### src/rtl/dc_bsp_pkg.sv
// -----------------------------------------------------------------------------
// dc_bsp_pkg
//   Shared BSP constants: interrupt bit assignments of the ASP sources, the
//   number of AVMM-visible interrupt sources and the word-address map and
//   control-bit positions of the ASP interrupt controller CSR block.
//   No ports (package).
// -----------------------------------------------------------------------------
package dc_bsp_pkg;

  // Bit position of each ASP interrupt source inside the irq_src vector.
  localparam int BSP_DMA_0_IRQ_BIT       = 0;
  localparam int BSP_KERNEL_IRQ_BIT      = 1;
  localparam int BSP_DMA_1_IRQ_BIT       = 2;
  localparam int BSP_AVMM_NUM_IRQ_USED   = 3;
  localparam int BSP_NUM_INTERRUPT_LINES = 4;

  // Bit positions inside the interrupt controller CTRL register.
  localparam int IRQ_CTRL_GEN_EN_BIT  = 0;
  localparam int IRQ_CTRL_CNT_CLR_BIT = 1;

  // CSR word addresses (64-bit words). COUNT[i] lives at IRQ_CSR_COUNT0 + i.
  typedef enum logic [3:0] {
    IRQ_CSR_STATUS  = 4'd0,
    IRQ_CSR_PENDING = 4'd1,
    IRQ_CSR_ENABLE  = 4'd2,
    IRQ_CSR_MODE    = 4'd3,
    IRQ_CSR_CTRL    = 4'd4,
    IRQ_CSR_COUNT0  = 4'd8
  } irq_csr_addr_e;

endpackage : dc_bsp_pkg

### src/rtl/asp_irq_src_slice.sv
// -----------------------------------------------------------------------------
// asp_irq_src_slice
//   Per-source state of the ASP interrupt controller: previous source sample,
//   pending flag, edge/level mode bit, enable mask bit and a saturating count
//   of pending-set events.
// Ports
//   clk, reset_n   clock, asynchronous active-low reset
//   src_i          level-high interrupt source
//   mode_we_i/_wd_i   MODE bit write strobe / data (1 = edge, 0 = level)
//   en_we_i/en_wd_i   ENABLE bit write strobe / data
//   w1c_i          write-1-to-clear strobe for the pending flag
//   cnt_clr_i      zero the event counter (wins over an increment)
//   pend_o, mode_o, en_o, cnt_o   register contents
// -----------------------------------------------------------------------------
module asp_irq_src_slice
  import dc_bsp_pkg::*;
#(
  parameter int CNT_W = 32
) (
  input  logic             clk,
  input  logic             reset_n,
  input  logic             src_i,
  input  logic             mode_we_i,
  input  logic             mode_wd_i,
  input  logic             en_we_i,
  input  logic             en_wd_i,
  input  logic             w1c_i,
  input  logic             cnt_clr_i,
  output logic             pend_o,
  output logic             mode_o,
  output logic             en_o,
  output logic [CNT_W-1:0] cnt_o
);

  logic             src_q,  src_d;
  logic             pend_q, pend_d;
  logic             mode_q, mode_d;
  logic             en_q,   en_d;
  logic [CNT_W-1:0] cnt_q,  cnt_d;
  logic             set_evt;
  logic             pend_rise;

  // Increment that sticks at all-ones instead of wrapping.
  function automatic logic [CNT_W-1:0] sat_inc(input logic [CNT_W-1:0] v);
    return (&v) ? v : v + 1'b1;
  endfunction

  always_comb begin
    set_evt   = mode_q ? (src_i & ~src_q) : src_i;
    // Set is OR-ed in after the clear so a coincident set always wins.
    pend_d    = set_evt | (pend_q & ~w1c_i);
    pend_rise = pend_d & ~pend_q;
    src_d     = src_i;
    mode_d    = mode_we_i ? mode_wd_i : mode_q;
    en_d      = en_we_i ? en_wd_i : en_q;
    if (cnt_clr_i) begin
      cnt_d = '0;
    end else if (pend_rise) begin
      cnt_d = sat_inc(cnt_q);
    end else begin
      cnt_d = cnt_q;
    end
  end

  always_ff @(posedge clk or negedge reset_n) begin
    if (!reset_n) begin
      src_q  <= 1'b0;
      pend_q <= 1'b0;
      mode_q <= 1'b1;
      en_q   <= 1'b0;
      cnt_q  <= '0;
    end else begin
      src_q  <= src_d;
      pend_q <= pend_d;
      mode_q <= mode_d;
      en_q   <= en_d;
      cnt_q  <= cnt_d;
    end
  end

  assign pend_o = pend_q;
  assign mode_o = mode_q;
  assign en_o   = en_q;
  assign cnt_o  = cnt_q;

endmodule : asp_irq_src_slice

### src/rtl/asp_irq_ctrl.sv
// -----------------------------------------------------------------------------
// asp_irq_ctrl
//   Aggregates the ASP interrupt sources (DMA_0, kernel, DMA_1) into the single
//   level-high IRQ line sent to the host, with a 64-bit AVMM CSR slave exposing
//   status, pending (W1C), enable, mode, control and per-source event counts.
// Ports
//   clk, reset_n        clock, asynchronous active-low reset
//   irq_src             level-high interrupt sources
//   csr_address         CSR word address
//   csr_read/csr_write  read / write request (never stalled)
//   csr_writedata       write data
//   csr_byteenable      write byte enables
//   csr_waitrequest     always 0
//   csr_readdata        read data, held between responses
//   csr_readdatavalid   one-cycle read response strobe
//   irq_out             aggregated interrupt to host
// -----------------------------------------------------------------------------
module asp_irq_ctrl
  import dc_bsp_pkg::*;
#(
  parameter int NUM_IRQ    = BSP_AVMM_NUM_IRQ_USED,
  parameter int CSR_ADDR_W = 4,
  parameter int CNT_W      = 32
) (
  input  logic                  clk,
  input  logic                  reset_n,
  input  logic [NUM_IRQ-1:0]    irq_src,
  input  logic [CSR_ADDR_W-1:0] csr_address,
  input  logic                  csr_read,
  input  logic                  csr_write,
  input  logic [63:0]           csr_writedata,
  input  logic [7:0]            csr_byteenable,
  output logic                  csr_waitrequest,
  output logic [63:0]           csr_readdata,
  output logic                  csr_readdatavalid,
  output logic                  irq_out
);

  localparam logic [CSR_ADDR_W-1:0] ADDR_STATUS  = CSR_ADDR_W'(IRQ_CSR_STATUS);
  localparam logic [CSR_ADDR_W-1:0] ADDR_PENDING = CSR_ADDR_W'(IRQ_CSR_PENDING);
  localparam logic [CSR_ADDR_W-1:0] ADDR_ENABLE  = CSR_ADDR_W'(IRQ_CSR_ENABLE);
  localparam logic [CSR_ADDR_W-1:0] ADDR_MODE    = CSR_ADDR_W'(IRQ_CSR_MODE);
  localparam logic [CSR_ADDR_W-1:0] ADDR_CTRL    = CSR_ADDR_W'(IRQ_CSR_CTRL);

  logic [NUM_IRQ-1:0] pend_vec;
  logic [NUM_IRQ-1:0] mode_vec;
  logic [NUM_IRQ-1:0] en_vec;
  logic [CNT_W-1:0]   cnt_arr [NUM_IRQ];

  logic               gen_en_q,  gen_en_d;
  logic               irq_out_q, irq_out_d;
  logic               rvalid_q,  rvalid_d;
  logic [63:0]        rdata_q,   rdata_d;
  logic [63:0]        rd_mux;

  logic               wr_b0;
  logic               we_pend;
  logic               we_en;
  logic               we_mode;
  logic               we_ctrl;
  logic               cnt_clr;
  logic               unused_ok;

  // Every stored bit (at most 8 sources, CTRL bits 0..1) lives in byte 0,
  // so byte 0's enable gates all writes; higher bytes carry nothing.
  assign wr_b0   = csr_write & csr_byteenable[0];
  assign we_pend = wr_b0 && (csr_address == ADDR_PENDING);
  assign we_en   = wr_b0 && (csr_address == ADDR_ENABLE);
  assign we_mode = wr_b0 && (csr_address == ADDR_MODE);
  assign we_ctrl = wr_b0 && (csr_address == ADDR_CTRL);
  // Counter clear is a write strobe only; nothing is stored, so it reads 0.
  assign cnt_clr = we_ctrl & csr_writedata[IRQ_CTRL_CNT_CLR_BIT];

  assign unused_ok = ^{csr_writedata, csr_byteenable};

  for (genvar i = 0; i < NUM_IRQ; i++) begin : g_src
    asp_irq_src_slice #(
      .CNT_W (CNT_W)
    ) u_slice (
      .clk       (clk),
      .reset_n   (reset_n),
      .src_i     (irq_src[i]),
      .mode_we_i (we_mode),
      .mode_wd_i (csr_writedata[i]),
      .en_we_i   (we_en),
      .en_wd_i   (csr_writedata[i]),
      .w1c_i     (we_pend & csr_writedata[i]),
      .cnt_clr_i (cnt_clr),
      .pend_o    (pend_vec[i]),
      .mode_o    (mode_vec[i]),
      .en_o      (en_vec[i]),
      .cnt_o     (cnt_arr[i])
    );
  end

  // Read mux samples register state before this edge's writes take effect.
  always_comb begin
    rd_mux = '0;
    if (csr_address == ADDR_STATUS) begin
      rd_mux[NUM_IRQ-1:0] = irq_src;
    end else if (csr_address == ADDR_PENDING) begin
      rd_mux[NUM_IRQ-1:0] = pend_vec;
    end else if (csr_address == ADDR_ENABLE) begin
      rd_mux[NUM_IRQ-1:0] = en_vec;
    end else if (csr_address == ADDR_MODE) begin
      rd_mux[NUM_IRQ-1:0] = mode_vec;
    end else if (csr_address == ADDR_CTRL) begin
      rd_mux[IRQ_CTRL_GEN_EN_BIT] = gen_en_q;
    end else begin
      for (int i = 0; i < NUM_IRQ; i++) begin
        if (csr_address == CSR_ADDR_W'(int'(IRQ_CSR_COUNT0) + i)) begin
          rd_mux[CNT_W-1:0] = cnt_arr[i];
        end
      end
    end
  end

  always_comb begin
    gen_en_d  = we_ctrl ? csr_writedata[IRQ_CTRL_GEN_EN_BIT] : gen_en_q;
    // Built from the registered pending flags: one edge to latch pending,
    // a second edge to drive irq_out.
    irq_out_d = gen_en_q & (|(pend_vec & en_vec));
    rvalid_d  = csr_read;
    rdata_d   = csr_read ? rd_mux : rdata_q;
  end

  always_ff @(posedge clk or negedge reset_n) begin
    if (!reset_n) begin
      gen_en_q  <= 1'b0;
      irq_out_q <= 1'b0;
      rvalid_q  <= 1'b0;
      rdata_q   <= '0;
    end else begin
      gen_en_q  <= gen_en_d;
      irq_out_q <= irq_out_d;
      rvalid_q  <= rvalid_d;
      rdata_q   <= rdata_d;
    end
  end

  assign csr_waitrequest   = 1'b0;
  assign csr_readdata      = rdata_q;
  assign csr_readdatavalid = rvalid_q;
  assign irq_out           = irq_out_q;

endmodule : asp_irq_ctrl

### config.mk
export PLATFORM = sky130hd
export DESIGN_NAME = asp_irq_ctrl
export DESIGN_NICKNAME = d
export VERILOG_FILES = /design/src/rtl/dc_bsp_pkg.sv /design/src/rtl/asp_irq_src_slice.sv /design/src/rtl/asp_irq_ctrl.sv
export SDC_FILE = /design/constraint.sdc
export NUM_CORES = 1
export LEC_CHECK = 0
export BUFFER_PORTS_ARGS = -buffer_cell sky130_fd_sc_hd__buf_2
export CORE_UTILIZATION = 25
export DETAILED_ROUTE_END_ITERATION = 8
export SETUP_SLACK_MARGIN = 0.05
export SLEW_MARGIN = 10
export SYNTH_ARGS = -nofsm -noshare
export SYNTH_HDL_FRONTEND = slang
export SYNTH_SLANG_ARGS = --single-unit
### constraint.sdc
create_clock -name clk -period 5.16 [get_ports clk]
set_input_delay 0.774 -clock clk [delete_from_list [all_inputs] [get_ports clk]]
set_output_delay 0.774 -clock clk [all_outputs]
set_load 0.02 [all_outputs]
==> impl_metrics.ini, run 1 <==
[clock_network]
htree_levels = 4
cts_resized = 0
cts_tree = done
post_cts_buffers = 0
ctsHoldBuffers = 0
cts_max_path_buffers = 2
clk_pin_slew_ps = 60
root_buffer = clkbuf_16
insertion_delay_ps = 430
clock_sinks = 143
numCtsBuffers = 17

[synth]
synth-edff-count = 0
syn-cell-area_um2 = 8250
synthFlopType = dfrtp_1
synth.distinct_cells = 64
async_flop_share = 1.00
seq_area_frac_synth = 0.434
syn_avg_cell_area_um2 = 8.97
synth-seq-cells = 143
postSynthCellCount = 920
ys_warn_count = 0

[timing]
drv_slew = 0
setup_tns_ps = 0
finalHoldViolations = 0
finalSetupViolCount = 0
max_slew_margin = 0.329
finClkSkew_ps = 9.33
finalCritPeriodShare = 0.551
fmax_mhz = 352
worst_pin_slew_ps = 1000
grt_setup_unrepaired = false
timing.final.ws_setup_ps = 2320
min_period_ps = 2840

[worst_setup_path]
path_cells = buf_2 -> nor3_1 -> and3_2 -> buf_4 -> nor2_1 -> a41o_1
cp_data_required_time_ps = 5470
reg2reg_to = g_src[0].u_slice.cnt_o[19]
crit_type = in2reg
worstSetupStartpoint = csr_address[1]
r2r_cells = 6
start_kind = primary input
slowest_delay_ps = 850
cp-end-kind = flip-flop
critical-path-slowest-cell = and3_2
r2r_slack_ps = 2360
crit_fanout = 44
r2r_start = g_src[0].u_slice.cnt_o[0]
cp.arrival_ps = 3160
crit_path_end = g_src[1].u_slice.cnt_o[28]

[grt]
grt_usage = 0.132
grt_max_degree = 96
grt_pass1_wl_um = 35100
grt_pass1_vias = 6814
antenna_found_initial = 0
overflow = 0

[min_path]
hp-class = in2async

[outcome]
status = finished, final reports clean

[floorplan]
die_h_um = 184
dieArea_um2 = 33700
ios = 150
dieWidth_um = 184
row_count = 66
start_util = 0.254
core-area_um2 = 32500

[drt]
drc_errors = 0
detail-route-antenna-nets = 0
vias = 7017
viasPerCell = 5.02
routedWlPerCell_um = 15.1
drtIter0Drc = 458
drt_wl_total_um = 21200
firstDrtPassIters = 5

[finish]
utilization = 0.291
drive_gt1_frac = 0.124
area_delta_synth_final_pct = 14.6
fillers = 3478
diodes = 0
nets = 1029

[placed_design]
place_congestion = 0.848
dp_hpwl_um = 15000
place_ws_ps = 1860
port_buffers = 48

[pwr]
power_density_nw_per_um2 = 296
p_leak_uw = 0.00391
ir_drop_mv = 0.237

[job]
drv_cap = 0
-- placed cells by master (no fill, tap or decap), types with 29 or more instances in the layout --
cell     netlist  layout
dfrtp_1      140     140
nand2_1       66      66
mux2i_1       39      39
conb_1         1      33
or4_1         29      29
nor2_1        67      67
or3_1         38      38
o22ai_1       31      31
o21ai_0       40      40
a21oi_1       93      93
buf_2          8      47
nand3_1       37      37
inv_1         38      38
-- critical path: cells and delay by family --
| kind | cells | cell delay (ps) |
|---|---|---|
| and+or+nand+nor | 3 | 1310 |
| buffers and inverters | 2 | 800 |
| AOI/OAI and AO/OA | 1 | 250 |
-- through the flow --
| step | power, µW | hold WS, ps | instance area [µm²] | cells |
|---|---|---|---|---|
| floorplan | 1370 | 478 | 8370 | 952 |
| global placement | 1430 | 507 | 8790 | 1366 |
| detailed placement | 1440 | 514 | 8790 | 1366 |
| CTS | 2830 | 460 | 9450 | 1398 |
| global route | 2910 | 466 | 9450 | 1398 |
| finish | 2800 | 427 | 9450 | 1398 |
-- layout make-up --
type / instances / area, µm² / area share
clock buffer: 20 / 457 / 0.0483
inverter: 38 / 143 / 0.0151
multi-input combinational: 685 / 4190 / 0.444
timing repair buffer: 58 / 322 / 0.0340
tap: 442 / 553 / 0.0585
clock inverter: 12 / 204 / 0.0216
sequential: 143 / 3580 / 0.379
-- state kept, by name, indices dropped and copies added (netlist names) --
signal / flops
csr_readdata: 32
csr_readdatavalid: 1
g_src.u_slice.cnt_o: 96
g_src.u_slice.en_o: 3
g_src.u_slice.mode_o: 3
g_src.u_slice.pend_o: 3
g_src.u_slice.src_q: 3
gen_en_q: 1
irq_out: 1
-- per-layer routing --
metal / track usage / part of all wire / wire length, µm
met5: 0 / 0 / 0
met4: 0.0630 / 0.029 / 620
met3: 0.0267 / 0.035 / 742
met2: 0.215 / 0.48 / 10100
met1: 0.166 / 0.46 / 9680
-- cell usage after synthesis, drive strengths merged (31+ instances only) --
cell type	instances	area share
o22ai	31	0.023
clkbuf	38	0.017
o21ai	40	0.024
buf	48	0.039
nand3	37	0.022
mux2i	39	0.047
nor2	67	0.030
inv	38	0.017
dfrtp	140	0.42
or3	38	0.029
a21oi	93	0.056
nand2	66	0.030
-- how the worst min path moves through the flow --
stage | end | startpoint | cells after the start
2_1_floorplan | csr_readdata[0] | reset_n | 0
3_3_place_gp | gen_en_q | gen_en_q | 1
3_5_place_dp | csr_readdata[1] | csr_readdata[1] | 2
4_1_cts | g_src[2].u_slice.src_q | irq_src[2] | 1
5_1_grt | g_src[2].u_slice.src_q | irq_src[2] | 1
6_report | gen_en_q | reset_n | 1
-- cells by family after synthesis --
group	count (synthesis)	share of synthesized area
AO/OA/AOI/OAI	243	0.185
XOR/XNOR	12	0.0127
adder cells (fa/ha/maj)	3	0.00455
buffers and inverters	124	0.0737
flip-flops	143	0.434
multiplexers	46	0.0569
other	1	0.000454
AND/OR/NAND/NOR	348	0.233
-- where the power goes --
group | leakage, µW | internal, µW | switching, µW | total (µW)
clock | 0.000314 | 887 | 501 | 1390
sequential | 0.00192 | 1170 | 52.1 | 1220
combinational | 0.00167 | 65.8 | 127 | 193
total | 0.00391 | 2120 | 680 | 2800
Power figures use the tool's default switching activity.
==> inputs of run 2 (changes only) <==
clock period = 2.5 ns   (was 5.16 ns; I/O delays follow)
==> run 2 against run 1 <==
  * Sequential share of layout area shrank 1.3 points
  * Sequential cell count unchanged
  * Routed wire length is 4.4% higher
  * Global-route usage grew 0.33 points
  * Sequential power grew 100%
  * Total power rose by 99%
  * Via count up 3.0%
  * Critical path type is now reg2reg
  * Worst setup slack got worse by 2100 ps
  * Critical path depth down 1
==> impl_metrics.ini, run 2 (same netlist as run 1, synthesis figures left out) <==
[timing]
setup_tns_ps = 0
finalCritPeriodShare = 0.921
max_slew_margin = 0.646
fmax_mhz = 434
finClkSkew_ps = 14.5
min_period_ps = 2300
finalHoldViolations = 0
grt_setup_unrepaired = false
worst_pin_slew_ps = 524
drv_slew = 0
finalSetupViolCount = 0
timing.final.ws_setup_ps = 197

[worst_setup_path]
cp_data_required_time_ps = 2850
slowest_delay_ps = 710
crit_family = simple AND/OR/NAND/NOR gates
worst-path-buf-inv = 0
crit_fanout = 9
crit_type = reg2reg
critical-path-slowest-cell = or4b_1
cp-end-kind = flip-flop
cp.arrival_ps = 2660
start_kind = flip-flop
path_cells = ha_1 -> nand4_1 -> or4b_1 -> or3_1 -> a21oi_1

[pwr]
p_seq_frac = 0.448
p_sw_frac = 0.255
power_density_nw_per_um2 = 568
pwr-share-clk = 0.468
p_int_uw = 4150
p_leak_uw = 0.00414
power_uw = 5570
p_switching_uw = 1420
combPwrFrac = 0.084
ir_drop_mv = 0.469

[finish]
area_delta_synth_final_pct = 18.7
fin_area_um2 = 9800
diodes = 0
drive_gt1_frac = 0.166
final_common_cell = dfrtp_1
layout_common_cells = dfrtp_1 (140), a21oi_1 (93), nor2_1 (67)
nets = 1078
largest_reg_flops = 96
fin_cells = 1446

[grt]
grt_pass1_wl_um = 36000
grt_max_degree = 54
overflow = 0
antenna_found_initial = 0
grt_usage = 0.135
grt_pass1_vias = 6914

[placed_design]
place_inst = 1414
port_buffers = 48
place_congestion = 0.840
dp_hpwl_um = 16000
place_ws_ps = 49.1
dpl_cell_area_um2 = 9190

[floorplan]
core-area_um2 = 32500
dieWidth_um = 184
die_h_um = 184
ios = 150
row_count = 66
dieArea_um2 = 33700
start_util = 0.254

[drt]
viasPerCell = 5.00
drc_errors = 0
drt_wl_total_um = 22100
routedWlPerCell_um = 15.3
detail-route-antenna-nets = 0
firstDrtPassIters = 6
drtIter0Drc = 369
vias = 7231

[clock_network]
clock_sinks = 143
clk_pin_slew_ps = 60
numCtsBuffers = 17
insertion_delay_ps = 440
root_buffer = clkbuf_16
cts_tree = done
htree_levels = 4
post_cts_buffers = 0
cts_max_path_buffers = 2

[min_path]
hp-class = in2reg

[job]
drv_cap = 0

[outcome]
status = finished, final reports clean
run 2: changes by cell type in the layout (fill, tap and decap cells not counted), moves of 2 or more:
cell	delta
buf_4	+45
buf_12	+3
bufinv_16	-2
clkbuf_8	-2
clkinv_2	+2
clkinv_4	+2
run 2: path summary, 6_finish.rpt:
check,startpoint,to,slack [ps],cells after the start
min in group asynchronous,reset_n,g_src[0].u_slice.cnt_o[17],450,2
hold reg to reg,csr_readdata[11],csr_readdata[11],520,2
hold / removal,irq_src[2],g_src[2].u_slice.src_q,80,1
max in group asynchronous,reset_n,g_src[1].u_slice.cnt_o[25],1330,3
setup reg to reg,g_src[2].u_slice.cnt_o[0],g_src[2].u_slice.cnt_o[28],200,5
setup / recovery,g_src[2].u_slice.cnt_o[0],g_src[2].u_slice.cnt_o[28],200,5
run 2: area by class of cell:
type	instances	area (µm²)
fillers	3424	22700
inverters	38	143
clock inverters	13	164
clock buffers	18	429
well taps	442	553
flip-flops and latches	143	3580
repair buffers	107	729
multi-input cells	685	4200
run 2: power by group through the flow:
stage          clock [µW]  sequential, µW  combinational [µW]
2_1_floorplan           0            2540                 301
5_1_grt              2740            2500                 523
4_1_cts              2660            2490                 474
3_3_place_gp            0            2530                 464
6_report             2610            2490                 469
3_5_place_dp            0            2530                 473
run 2: repair_timing:
action | CTS | global route
resized for setup | 0 | 1
endpoints found under the hold margin | 39 | 0
hold buffers | 1 | 0
endpoints found under the setup margin | 0 | 2
run 2: layer usage:
metal  global-route usage  share of wire
met5                    0              0
met4               0.0623          0.031
met3               0.0260          0.034
met2                0.220           0.48
met1                0.173           0.46
run 2: metrics by stage:
stage | utilization | hold WS (ps)
after global placement | 0.282 | 334
after floorplan | - | 79.4
after global routing | 0.301 | 77.9
after CTS | 0.301 | 65.1
final | 0.301 | 82.0
after detailed placement | 0.282 | 342
==> inputs of run 3 (changes only) <==
ABC_AREA = 1   (was default)
PLACE_DENSITY = 0.41   (was default)
SLEW_MARGIN = default   (was 10)
==> run 3 against run 2 <==
  * Worst hold slack lost 30 ps
  * First-iteration DRC count grew 52%
  * Critical path depth grew 4
  * Routed wire length grew 50%
  * Total power grew 13%
  * Worst setup slack gained 250 ps
  * Fmax grew 12%
==> impl_metrics.ini, run 3 <==
[placed_design]
dp_hpwl_um = 25700
port_buffers = 48
dpl_cell_area_um2 = 10300
place_congestion = 0.912
place_ws_ps = 285

[synth]
synth.distinct_cells = 41
seq_area_frac_synth = 0.377
synth-seq-cells = 143
async_flop_share = 1.00
syn-cell-area_um2 = 9500
ys_warn_count = 0
synth.area.top_cells = dfrtp_1 (37%), nand2_1 (20%), nand3_1 (8.1%), nor2_1 (7.7%), inv_1 (4.7%)
syn_avg_cell_area_um2 = 6.64
synth.most_common_cell = nand2_1
synthFlopType = dfrtp_1
postSynthCellCount = 1431
yosysTopAreaCellShare = 0.369
synth-edff-count = 0
synth_top_area_cell = dfrtp_1
synthTopCellsByCount = nand2_1 (510), nor2_1 (196), nand3_1 (153), dfrtp_1 (140), inv_1 (118)

[worst_setup_path]
slowest_delay_ps = 440
cp.arrival_ps = 2370
crit_fanout = 30
start_kind = flip-flop
critical-path-slowest-cell = dfrtp_1
path_cells = ha_1 -> nand2_1 -> nor2_2 -> nand2_2 -> nor2_4 -> nand3_1 -> nand2_2 -> buf_4 -> o21ai_0
cp-end-kind = flip-flop
crit_type = reg2reg
critPathMostFrequentCell = nand2_2
cp_data_required_time_ps = 2820

[finish]
fin_area_um2 = 11000
drive_gt1_frac = 0.116
area_delta_synth_final_pct = 15.5
final_common_cell = nand2_1
largest_reg_flops = 96
layout_common_cells = nand2_1 (510), nor2_1 (196), nand3_1 (153)
nets = 1579
diodes = 0

[pwr]
pwr-share-clk = 0.444
p_int_uw = 4420
p_seq_frac = 0.419
p_leak_uw = 0.00469
power_density_nw_per_um2 = 575
p_switching_uw = 1890
combPwrFrac = 0.137
p_sw_frac = 0.299
ir_drop_mv = 0.525

[timing]
drv_slew = 0
grt_setup_unrepaired = false
finalCritPeriodShare = 0.820
max_slew_margin = 0.466
fmax_mhz = 488
setup_tns_ps = 0
finalHoldViolations = 0
finClkSkew_ps = 10.9
whs_ps = 52.2
min_period_ps = 2050
timing.final.ws_setup_ps = 450
finalSetupViolCount = 0
worst_pin_slew_ps = 800

[clock_network]
clock_sinks = 143
insertion_delay_ps = 450
cts_max_path_buffers = 2
post_cts_buffers = 0
cts_resized = 0
numCtsBuffers = 17
root_buffer = clkbuf_16
clk_pin_slew_ps = 60
htree_levels = 4
cts_tree = done

[drt]
routedWlPerCell_um = 16.4
detail-route-antenna-nets = 0
drtIter0Drc = 561
firstDrtPassIters = 7
viasPerCell = 4.56
drc_errors = 0
vias = 9199
drt_wl_total_um = 33000

[floorplan]
row_count = 71
dieArea_um2 = 38800
ios = 150
die_h_um = 197
start_util = 0.253
core-area_um2 = 37500
dieWidth_um = 197

[grt]
grt_pass1_wl_um = 52000
antenna_found_initial = 0
grt_pass1_vias = 8919
grt_max_degree = 54
overflow = 0
grt_usage = 0.179

[min_path]
hp-class = in2reg

[outcome]
status = finished, final reports clean

[job]
drv_cap = 0
==> run 3: cell types whose count changed after synthesis, moves of 22 or more <==
cell,change
nor2_1,+129
inv_1,+80
o21ai_1,+25
o21ai_0,+46
mux2i_1,-39
nand2_1,+444
a21oi_1,-92
o31ai_1,-24
or4_1,-29
nand3_1,+116
or3_1,-38
o22ai_1,-26
clkbuf_1,-22
==> run 3: metal layers <==
metal	vias to the layer above	wire, µm	GRT usage	part of all wire
met1	4327	15800	0.246	0.48
met2	193	15300	0.292	0.46
met4	0	480	0.0448	0.015
met5	-	0	0	0
li1	4649	-	-	-
met3	30	1410	0.0274	0.043
==> run 3: per-stage QoR <==
| stage | util | cells | power [µW] |
|---|---|---|---|
| after global placement | 0.276 | 1984 | 3550 |
| after floorplan | - | 1463 | 3200 |
| after detailed placement | 0.276 | 1984 | 3560 |
| after CTS | 0.292 | 2016 | 6400 |
| after global routing | 0.292 | 2016 | 6600 |
| final | 0.292 | 2016 | 6310 |
==> run 3: power by group through the flow <==
stage	combinational (µW)	clock (µW)	sequential, µW
floorplan	520	0	2680
global placement	864	0	2680
detailed placement	873	0	2680
CTS	877	2880	2640
global route	968	2970	2670
finish	867	2800	2640
==> run 3: worst max-delay path, delay by kind of cell, from the launching register on <==
kind / cells / cell delay [ps]
AO/OA/AOI/OAI: 1 / 140
adder cells (fa/ha/maj): 1 / 300
buffers and inverters: 1 / 280
flip-flops: 1 / 440
AND/OR/NAND/NOR: 6 / 750
==> run 3: cells by family after synthesis <==
kind of cell | after synthesis | synth area share
other | 1 | 0.000395
buffers and inverters | 198 | 0.103
AOI/OAI and AO/OA | 157 | 0.0996
and+or+nand+nor | 913 | 0.401
xor gates and xnor gates | 16 | 0.0148
adders and majority gates | 3 | 0.00395
DFF | 143 | 0.377
==> run 3: area by class of cell <==
| type | instances | area, µm² |
|---|---|---|
| clock buffers | 17 | 425 |
| clock inverters | 14 | 193 |
| fillers | 4302 | 26500 |
| inverters | 123 | 462 |
| multi-input cells | 1122 | 5070 |
| flip-flops and latches | 143 | 3580 |
| well taps | 511 | 639 |
| repair buffers | 86 | 597 |
==> run 3: what timing repair did <==
action	CTS	global route
hold buffers	1	0
setup endpoints to repair	0	0
endpoints found under the hold margin	47	0
==> run 3: worst paths after layout <==
path | start | slack (ps) | to | cells past startpoint
setup / recovery | g_src[2].u_slice.cnt_o[0] | 450 | g_src[2].u_slice.cnt_o[21] | 9
hold reg to reg | csr_readdata[8] | 470 | csr_readdata[8] | 2
max in group asynchronous | reset_n | 1270 | g_src[2].u_slice.cnt_o[17] | 3
hold / removal | irq_src[2] | 50 | g_src[2].u_slice.src_q | 1
min in group asynchronous | reset_n | 470 | csr_readdata[15] | 2
setup reg to reg | g_src[2].u_slice.cnt_o[0] | 450 | g_src[2].u_slice.cnt_o[21] | 9
